## config.mk

```make
export PLATFORM = sky130hd
export DESIGN_NAME = vga_sync_gen
export DESIGN_NICKNAME = d
export VERILOG_FILES = /design/src/rtl/vga_pkg.sv /design/src/rtl/vga_delay_line.sv /design/src/rtl/vga_sync_gen.sv
export SDC_FILE = /design/constraint.sdc
export NUM_CORES = 1
export LEC_CHECK = 0
export BUFFER_PORTS_ARGS = -buffer_cell sky130_fd_sc_hd__buf_2
export CAP_MARGIN = 20
export CORE_MARGIN = 2
export CORE_UTILIZATION = 62
export CTS_CLUSTER_SIZE = 24
export DETAILED_ROUTE_END_ITERATION = 16
export PLACE_DENSITY = 0.85
export SYNTH_ARGS = -nofsm -noshare
export SYNTH_HDL_FRONTEND = slang
export SYNTH_HIERARCHICAL = 1
export SYNTH_SLANG_ARGS = --single-unit
export TNS_END_PERCENT = 30
```

## constraint.sdc

```tcl
create_clock -name clk -period 5.6 [get_ports clk]
set_input_delay 1.12 -clock clk [delete_from_list [all_inputs] [get_ports clk]]
set_output_delay 1.12 -clock clk [all_outputs]
set_load 0.01 [all_outputs]
```

## src/rtl/vga_pkg.sv

```systemverilog
// Shared VGA timing package: default 640x480@60 timing, coordinate width,
// sync polarity constants and the raw sync/visible decode helper.
package vga_pkg;

    localparam int COORD_W = 10;
    localparam int DIV_W   = 4;     // holds 0..15, enough for CLK_DIV up to 16

    localparam int DEF_CLK_DIV    = 4;
    localparam int DEF_H_VIS      = 640;
    localparam int DEF_H_FP       = 16;
    localparam int DEF_H_SYNC     = 96;
    localparam int DEF_H_BP       = 48;
    localparam int DEF_V_VIS      = 480;
    localparam int DEF_V_FP       = 10;
    localparam int DEF_V_SYNC     = 2;
    localparam int DEF_V_BP       = 33;
    localparam int DEF_SYNC_DELAY = 2;

    localparam int DEF_H_TOTAL = DEF_H_VIS + DEF_H_FP + DEF_H_SYNC + DEF_H_BP;
    localparam int DEF_V_TOTAL = DEF_V_VIS + DEF_V_FP + DEF_V_SYNC + DEF_V_BP;

    localparam logic SYNC_ACT  = 1'b0;
    localparam logic SYNC_IDLE = 1'b1;

    // Bundle carried through the delay line
    typedef struct packed {
        logic hs;
        logic vs;
        logic vid;
    } sync_t;

    localparam sync_t SYNC_RST = '{hs: SYNC_IDLE, vs: SYNC_IDLE, vid: 1'b0};

    // Raw decode of one coordinate pair; the *_end bounds are exclusive
    function automatic sync_t sync_decode(
        input logic [COORD_W-1:0] h,
        input logic [COORD_W-1:0] v,
        input logic [COORD_W-1:0] h_vis,
        input logic [COORD_W-1:0] hs_beg,
        input logic [COORD_W-1:0] hs_end,
        input logic [COORD_W-1:0] v_vis,
        input logic [COORD_W-1:0] vs_beg,
        input logic [COORD_W-1:0] vs_end
    );
        sync_t s;
        s.hs  = ((h >= hs_beg) && (h < hs_end)) ? SYNC_ACT : SYNC_IDLE;
        s.vs  = ((v >= vs_beg) && (v < vs_end)) ? SYNC_ACT : SYNC_IDLE;
        s.vid = (h < h_vis) && (v < v_vis);
        return s;
    endfunction

endpackage

```

## src/rtl/vga_delay_line.sv

```systemverilog
// Pixel-tick enabled shift register; DEPTH=0 degenerates to a wire.
module vga_delay_line #(
    parameter int               WIDTH   = 3,
    parameter int               DEPTH   = 2,
    parameter logic [WIDTH-1:0] RST_VAL = '0
) (
    input  logic             clk,
    input  logic             rst_n,
    input  logic             en,
    input  logic [WIDTH-1:0] din,
    output logic [WIDTH-1:0] dout
);

    generate
        if (DEPTH == 0) begin : g_wire
            logic w_unused;
            assign w_unused = ^{clk, rst_n, en};
            assign dout     = din;
        end else begin : g_pipe
            logic [DEPTH-1:0][WIDTH-1:0] r_stage;

            // Shift one stage per enable; stage 0 takes din
            always_ff @(posedge clk or negedge rst_n) begin
                if (!rst_n) begin
                    r_stage <= {DEPTH{RST_VAL}};
                end else if (en) begin
                    r_stage[0] <= din;
                    for (int i = 1; i < DEPTH; i++) begin
                        r_stage[i] <= r_stage[i-1];
                    end
                end
            end

            assign dout = r_stage[DEPTH-1];
        end
    endgenerate

endmodule

```

## src/rtl/vga_sync_gen.sv

```systemverilog
// VGA timing generator: pixel-tick divider, h/v scan counters, registered
// sync/visible decode delayed to match downstream pixel latency.
module vga_sync_gen
    import vga_pkg::*;
#(
    parameter int CLK_DIV    = DEF_CLK_DIV,
    parameter int H_VIS      = DEF_H_VIS,
    parameter int H_FP       = DEF_H_FP,
    parameter int H_SYNC     = DEF_H_SYNC,
    parameter int H_BP       = DEF_H_BP,
    parameter int V_VIS      = DEF_V_VIS,
    parameter int V_FP       = DEF_V_FP,
    parameter int V_SYNC     = DEF_V_SYNC,
    parameter int V_BP       = DEF_V_BP,
    parameter int SYNC_DELAY = DEF_SYNC_DELAY
) (
    input  logic               clk,
    input  logic               rst_n,
    output logic               pix_tick,
    output logic [COORD_W-1:0] h_count,
    output logic [COORD_W-1:0] v_count,
    output logic               hs,
    output logic               vs,
    output logic               video_on,
    output logic               frame_start
);

    localparam int H_TOTAL = H_VIS + H_FP + H_SYNC + H_BP;
    localparam int V_TOTAL = V_VIS + V_FP + V_SYNC + V_BP;

    localparam logic [DIV_W-1:0]   DIV_MAX = DIV_W'(CLK_DIV - 1);
    localparam logic [COORD_W-1:0] H_MAX   = COORD_W'(H_TOTAL - 1);
    localparam logic [COORD_W-1:0] V_MAX   = COORD_W'(V_TOTAL - 1);
    localparam logic [COORD_W-1:0] H_VIS_C = COORD_W'(H_VIS);
    localparam logic [COORD_W-1:0] HS_BEG  = COORD_W'(H_VIS + H_FP);
    localparam logic [COORD_W-1:0] HS_END  = COORD_W'(H_VIS + H_FP + H_SYNC);
    localparam logic [COORD_W-1:0] V_VIS_C = COORD_W'(V_VIS);
    localparam logic [COORD_W-1:0] VS_BEG  = COORD_W'(V_VIS + V_FP);
    localparam logic [COORD_W-1:0] VS_END  = COORD_W'(V_VIS + V_FP + V_SYNC);

    logic [DIV_W-1:0]   r_div;
    logic [DIV_W-1:0]   w_div_nxt;
    logic               r_tick;
    logic [COORD_W-1:0] r_h;
    logic [COORD_W-1:0] r_v;
    logic [COORD_W-1:0] w_h_nxt;
    logic [COORD_W-1:0] w_v_nxt;
    logic               w_h_wrap;
    logic               w_v_wrap;
    sync_t              r_raw;
    sync_t              w_sync;
    logic               r_frame;

    // Divider and counter next-state
    always_comb begin
        w_div_nxt = (r_div == DIV_MAX) ? '0 : r_div + 1'b1;
        w_h_wrap  = (r_h == H_MAX);
        w_v_wrap  = (r_v == V_MAX);
        w_h_nxt   = w_h_wrap ? '0 : r_h + 1'b1;
        w_v_nxt   = r_v;
        if (w_h_wrap) begin
            w_v_nxt = w_v_wrap ? '0 : r_v + 1'b1;
        end
    end

    // Pixel tick: registered so it is high while the divider sits at its max
    always_ff @(posedge clk or negedge rst_n) begin
        if (!rst_n) begin
            r_div  <= '0;
            r_tick <= 1'b0;
        end else begin
            r_div  <= w_div_nxt;
            r_tick <= (w_div_nxt == DIV_MAX);
        end
    end

    // Scan counters plus raw decode of the value being loaded, so the decode
    // always describes the current counter value rather than the previous one
    always_ff @(posedge clk or negedge rst_n) begin
        if (!rst_n) begin
            r_h   <= '0;
            r_v   <= '0;
            r_raw <= SYNC_RST;
        end else if (r_tick) begin
            r_h   <= w_h_nxt;
            r_v   <= w_v_nxt;
            r_raw <= sync_decode(w_h_nxt, w_v_nxt, H_VIS_C, HS_BEG, HS_END,
                                 V_VIS_C, VS_BEG, VS_END);
        end
    end

    // Frame start: one clk pulse coincident with the freshly loaded (0,0)
    always_ff @(posedge clk or negedge rst_n) begin
        if (!rst_n) begin
            r_frame <= 1'b0;
        end else begin
            r_frame <= r_tick && w_h_wrap && w_v_wrap;
        end
    end

    vga_delay_line #(
        .WIDTH   ($bits(sync_t)),
        .DEPTH   (SYNC_DELAY),
        .RST_VAL (SYNC_RST)
    ) u_dly (
        .clk   (clk),
        .rst_n (rst_n),
        .en    (r_tick),
        .din   (r_raw),
        .dout  (w_sync)
    );

    assign pix_tick    = r_tick;
    assign h_count     = r_h;
    assign v_count     = r_v;
    assign hs          = w_sync.hs;
    assign vs          = w_sync.vs;
    assign video_on    = w_sync.vid;
    assign frame_start = r_frame;

endmodule

```

==> reports/results.txt, run 1 <==
cell internal pwr -> 359 uW
Synth Instances -> 219
post-cts sizing count -> 0
min Tclk post-route -> 2.54 ns
Synth Area in Compound Gates -> 0.157
post-route cell area -> 2260 um^2
Overall Global Routing Usage -> 0.237
DRT antenna net count -> 0
crit-path cells -> ha_1 -> and4_1 -> nand3_1 -> nor4_1 -> o311ai_1 -> o32a_1
RSZ-0062 raised after global routing -> no
Finished Core Util -> 0.688
Die W -> 62.1 um
antenna violations before repair -> 0
cts bufs inserted -> 5
routed wire length -> 4.11 mm
synth top area cells -> dfrtp_1, dfstp_2, mux2_4, nand2_1, nand3_1
peak supply drop -> 0.121 mV
vias in the first global route -> 1,432
worst slew pin tran -> 0.763 ns
Sum Neg Setup Slack -> 0 ns
P_sw -> 90.6 uW
first-pass detailed-route iteration total -> 4
CP Capture Point -> r_raw[1]$_DFFE_PN1P_
Adder-Cell Fraction of Synth Area -> 0.0359
Top delay family on crit path -> simple AND/OR/NAND/NOR gates
Nets -> 243
#FFs+latches synth -> 35
register area -> 883 um^2
Final Skew -> 0.00700 ns
synthesized area per cell -> 9.55 um^2
fillers -> 260
r2r endpoint -> r_raw[1]$_DFFE_PN1P_
Final Power -> 449 uW
Reg clk slew, reported paths -> 0.11 ns
average wire per standard cell -> 14.6 um
Cell Pwr Density -> 199 nW/um^2
layout cells sized above 1 -> 0.242
Hold Path Class -> flop to flop
critical path arrival -> 2.82 ns
setup slack, reg-to-reg -> 3.06 ns
Post-CTS Hold Fix Bufs -> 0
Core Region -> 3280 um^2
first-pass GRT wire length -> 6.71 mm
Worst Path Required -> 5.87 ns
DRT iter0 DRCs -> 75
main combinational cell family by area after synthesis -> simple AND/OR/NAND/NOR gates
root buf cell -> clkbuf_4
vias -> 1,703
clock buffer depth -> 2
FF-to-FF Start -> h_count[0]$_DFFE_PN0P_
Multi-input gate area -> 1050 um^2
Vias/cell -> 6.04
Post-Synth Simple-Gate Area -> 0.202
fmax -> 0.393 GHz
Post-synth EDFFs -> 0
Ant. Diodes -> 0
worst path bufs/invs -> 0
Clock Sinks -> 35
total placed instance area -> 2170 um^2
syn_nets -> 227
Slew Limit Fails -> 0
pin count of the biggest net entering global routing -> 36
final hold vios -> 0
number of core rows -> 21
post-synthesis mux area share -> 0.0748
port bufs -> 26
sequential area share after synthesis -> 0.422
Crit Path Class -> flop to flop
Worst setup SP type -> flop
Initial Util -> 0.637
CP max FO -> 12
Post-synth top flop -> dfrtp_1
relative slew slack -> 0.491
gr ovfl total -> 0
Sw Share -> 0.202
Syn Std Cell Area -> 2090 um^2
worst stage delay on the critical path -> 0.47 ns
XOR/XNOR Fraction of Synth Area -> 0.0335
count of cell types in the netlist -> 49
Leak -> 0.000961 uW
TritonCTS clock tree -> built
DRC Markers -> 0
H-tree depth -> 2
sequential group share of total power -> 0.563
critical path's slowest cell -> dfrtp_1
dominant cell type by area after synthesis -> dfrtp_1
async set-reset flop share out of synthesis -> 1.00
CP endpoint kind -> flop
top-area cell type share of the netlist area -> 0.347
Clock power frac -> 0.426
synth warn -> 6
period utilization -> 0.454
# Post-CTS Setup Buffers -> 0
die height -> 62.1 um
Placer Congestion -> 0.825
R2R depth -> 6
Critical Path Stages -> 6
io pins -> 27
area grow syn2layout -> 7.95%
Clock Latency Late Sink -> 0.34 ns
DP Wirelength -> 2.84 mm
Max Cap Viol -> 0
final setup fails -> 0
Critical Path Source -> h_count[0]$_DFFE_PN0P_
status -> finished, final reports clean
die area -> 3850 um^2
combinational share of power -> 0.011
state kept, by name, summed over array words and instances (netlist names):
register,cells
h_count,10
v_count,10
r_div,4
r_raw,3
u_dly/dout,3
u_dly/g_pipe.r_stage,3
frame_start,1
pix_tick,1
kinds of logic (layout without fill, tap and decap cells):
logic type                 Yosys count  after routing
AOI/OAI and AO/OA                   48             48
xor gates and xnor gates             8              8
adders and majority gates            6              6
buffers and inverters               29             46
DFF                                 35             35
muxes                               12             12
and+or+nand+nor                     81             81
worst min path at each step:
stage,to,slack (ns),cells after the start,from
floorplan,r_div[0]$_DFF_PN0_,0.45,1,r_div[0]$_DFF_PN0_
global placement,r_div[0]$_DFF_PN0_,0.47,1,r_div[0]$_DFF_PN0_
detailed placement,r_div[0]$_DFF_PN0_,0.48,1,r_div[0]$_DFF_PN0_
CTS,r_div[0]$_DFF_PN0_,0.49,1,r_div[0]$_DFF_PN0_
global route,r_div[0]$_DFF_PN0_,0.53,1,r_div[0]$_DFF_PN0_
finish,r_div[0]$_DFF_PN0_,0.49,1,r_div[0]$_DFF_PN0_
cell usage in the layout (no fill, tap or decap), drive strengths merged, types with 2 or more instances in the layout:
cell,instances
a31oi,4
nand3b,3
dfrtp,29
and3,2
xnor2,8
nand4,3
nand2b,2
inv,11
nor2b,6
dfstp,6
ha,6
nor2,10
a21oi,7
nand3,16
nor3b,2
and4,3
nor3,6
nand2,24
clkbuf,6
o31ai,7
o21ai,15
mux2,11
buf,27
Yosys cell counts (5+ instances only):
library cell and number:
mux2_4 6, dfstp_2 6, dfrtp_1 29, nand3_1 16, mux2_2 5, o21ai_0 14, nor2_1 10, nor2b_1 6
o31ai_1 7, a21oi_1 6, inv_1 11, buf_2 8, nand2_1 24, ha_1 6, xnor2_1 8
per-stage QoR:
stage	hold slack, ns	setup slack (ns)	cells
after floorplan	0.447	3.52	219
after global placement	0.469	3.27	274
after detailed placement	0.475	3.14	274
after CTS	0.490	3.11	282
after global routing	0.527	2.92	282
final	0.486	3.06	282
per-layer routing:
layer  track usage  up-vias  part of all wire
li1              -      815                 -
met1         0.340      818              0.45
met2         0.350       63              0.48
met3        0.0600        7             0.056
met4        0.0760        0             0.017
met5             0        -                 0
area by class of cell:
type	instances	area share
Clock inverter	2	0.0155
Multi-Input combinational cell	155	0.466
Timing Repair Buffer	27	0.0609
Clock buffer	6	0.0227
Inverter	11	0.0183
Tap cell	46	0.0255
Sequential cell	35	0.391
power groups by stage:
stage	Clock, uW	Combinational [uW]	Sequential [uW]
floorplan	0	0.000423	258
CTS	196	5.30	253
global route	208	6.06	253
global placement	0	5.23	258
finish	191	4.88	253
detailed placement	0	5.27	258
Note: power is estimated with default switching activity, not from simulation.
==> run 2, diff against run 1 <==
--- a/config.mk
+++ b/config.mk
@@ -8,10 +8,10 @@
 export BUFFER_PORTS_ARGS = -buffer_cell sky130_fd_sc_hd__buf_2
 export CAP_MARGIN = 20
 export CORE_MARGIN = 2
-export CORE_UTILIZATION = 62
+export CORE_UTILIZATION = 57
 export CTS_CLUSTER_SIZE = 24
 export DETAILED_ROUTE_END_ITERATION = 16
-export PLACE_DENSITY = 0.85
+export PLACE_DENSITY = 0.79
 export SYNTH_ARGS = -nofsm -noshare
 export SYNTH_HDL_FRONTEND = slang
 export SYNTH_HIERARCHICAL = 1
==> constraint.sdc (replaced) <==
create_clock -name clk -period 2.66 [get_ports clk]
set_input_delay 0.532 -clock clk [delete_from_list [all_inputs] [get_ports clk]]
set_output_delay 0.532 -clock clk [all_outputs]
set_load 0.01 [all_outputs]
==> run 2 against run 1 <==
Die area is 8.2% higher. Clock skew is 0.0013 ns lower. Fmax increased by 7.1%. Global-route usage fell by 1.4 points. Critical path depth did not move. Clock power increased to 2.6 times the previous value. Flip-flop and latch count is the same. Clock-buffer cell count is the same. Cell area up 2.8%. Register-to-register slack worse by 2.8 ns. Critical path type unchanged. Largest power group unchanged. Highest routed layer unchanged.
==> reports/results.txt, run 2 (same netlist as run 1, synthesis figures left out) <==
Sum Neg Setup Slack -> 0 ns
Setup WS pre-CTS -> 0.327 ns
vias -> 1,692
CP endpoint kind -> flop
Placer Congestion -> 0.908
post-route cell area -> 2320 um^2
first-pass GRT wire length -> 7.31 mm
worst slew pin tran -> 0.755 ns
Max Cap Viol -> 0
die height -> 64.6 um
root buf cell -> clkbuf_8
min Tclk post-route -> 2.38 ns
routed wire length -> 4.09 mm
die area -> 4170 um^2
most common cell after layout, fill and taps aside -> dfrtp_1
status -> finished, final reports clean
post-cts sizing count -> 0
io pins -> 27
TritonCTS clock tree -> built
crit-path cells -> ha_1 -> and4_1 -> nand3_1 -> nor4_1 -> o311ai_1 -> o32a_1
total placed instance area -> 2200 um^2
Multi-input gate area -> 1050 um^2
Post-CTS Hold Fix Bufs -> 0
Crit Path Class -> flop to flop
most frequent cells in the layout -> dfrtp_1, buf_2, nand2_1
critical path's slowest cell -> dfrtp_1
Leak -> 0.000993 uW
# Post-CTS Setup Buffers -> 0
routed length on met1 -> 1.93 mm
Vias/cell -> 5.88
clock buffer depth -> 2
Hold Path Class -> input port to async pin
Slew Limit Fails -> 0
Post-Layout Cell Count -> 288
number of core rows -> 22
DP Wirelength -> 2.80 mm
H-tree depth -> 2
cts bufs inserted -> 5
register area -> 883 um^2
DRT iter0 DRCs -> 106
CP max FO -> 9
uppermost routed layer -> met4
Final Skew -> 0.00568 ns
first-pass detailed-route iteration total -> 4
peak supply drop -> 0.214 mV
DRC Markers -> 0
average wire per standard cell -> 14.2 um
Worst Path Required -> 2.88 ns
antenna violations before repair -> 0
Core Region -> 3610 um^2
Reg clk slew, reported paths -> 0.07 ns
area grow syn2layout -> 11.0%
critical path arrival -> 2.59 ns
fillers -> 308
pin count of the biggest net entering global routing -> 36
layout cells sized above 1 -> 0.254
port bufs -> 26
RSZ-0062 raised after global routing -> no
Overall Global Routing Usage -> 0.222
Initial Util -> 0.580
Cell Pwr Density -> 448 nW/um^2
placed cells -> 280
Nets -> 247
Ant. Diodes -> 0
gr ovfl total -> 0
Die W -> 64.6 um
final hold vios -> 0
WL met2 -> 1.93 mm
vias in the first global route -> 1,547
relative slew slack -> 0.497
setup ws final -> 0.284 ns
final setup fails -> 0
Met3 Wirelength -> 180 um
period utilization -> 0.893
Clock Sinks -> 35
DRT antenna net count -> 0
worst stage delay on the critical path -> 0.45 ns
Worst setup SP type -> flop
Clock Latency Late Sink -> 0.28 ns
fmax -> 0.421 GHz
==> run 2: changes by cell type in the layout (fill, tap and decap cells not counted) <==
cell      change
clkbuf_4      -5
buf_4         +4
clkbuf_8      +5
==> run 2: routing by layer <==
layer,vias up,global-route usage
met5,-,0
met4,0,0.0665
met3,9,0.0469
met2,40,0.352
met1,822,0.309
li1,821,-
==> run 2: worst max-delay path: cells and delay by family, from the launching register on <==
family,cells,cell delay [ns]
simple gates,3,1.05
fa+ha+maj,1,0.27
compound gates,2,0.52
flops,1,0.45
==> run 2: worst paths after layout <==
check                                            start              endpoint  slack, ns  cells past startpoint
worst max-delay path            h_count[0]$_DFFE_PN0P_  r_raw[1]$_DFFE_PN1P_       0.28                      6
worst min-delay path                             rst_n    r_div[1]$_DFF_PN0_       0.31                      1
worst max register to register  h_count[0]$_DFFE_PN0P_  r_raw[1]$_DFFE_PN1P_       0.28                      6
worst min register to register      r_div[0]$_DFF_PN0_    r_div[0]$_DFF_PN0_       0.48                      1
max in group asynchronous                        rst_n  r_raw[0]$_DFFE_PN0P_       1.87                      1
min in group clk                    r_div[0]$_DFF_PN0_    r_div[0]$_DFF_PN0_       0.48                      1
==> run 2: layout make-up <==
cell class | count | area share
repair buffers | 31 | 0.0722
flip-flops and latches | 35 | 0.380
clock inverters | 2 | 0.0151
well taps | 48 | 0.0259
clock buffers | 6 | 0.0356
multi-input cells | 155 | 0.453
inverters | 11 | 0.0178
==> run 2: metrics by stage <==
stage                     hold slack (ns)  total power (uW)   util
after floorplan                     0.236               542      -
after global placement              0.470               553  0.611
after detailed placement            0.476               553  0.611
after CTS                           0.334              1050  0.644
after global routing                0.382              1070  0.644
final                               0.313              1040  0.644
==> run 2: report_power, final <==
part	internal, uW	leakage [uW]	switching (uW)
sequential	532	0.000438	0
combinational	0.529	0.000493	9.63
clock	303	0.0000612	194
total	836	0.000993	204
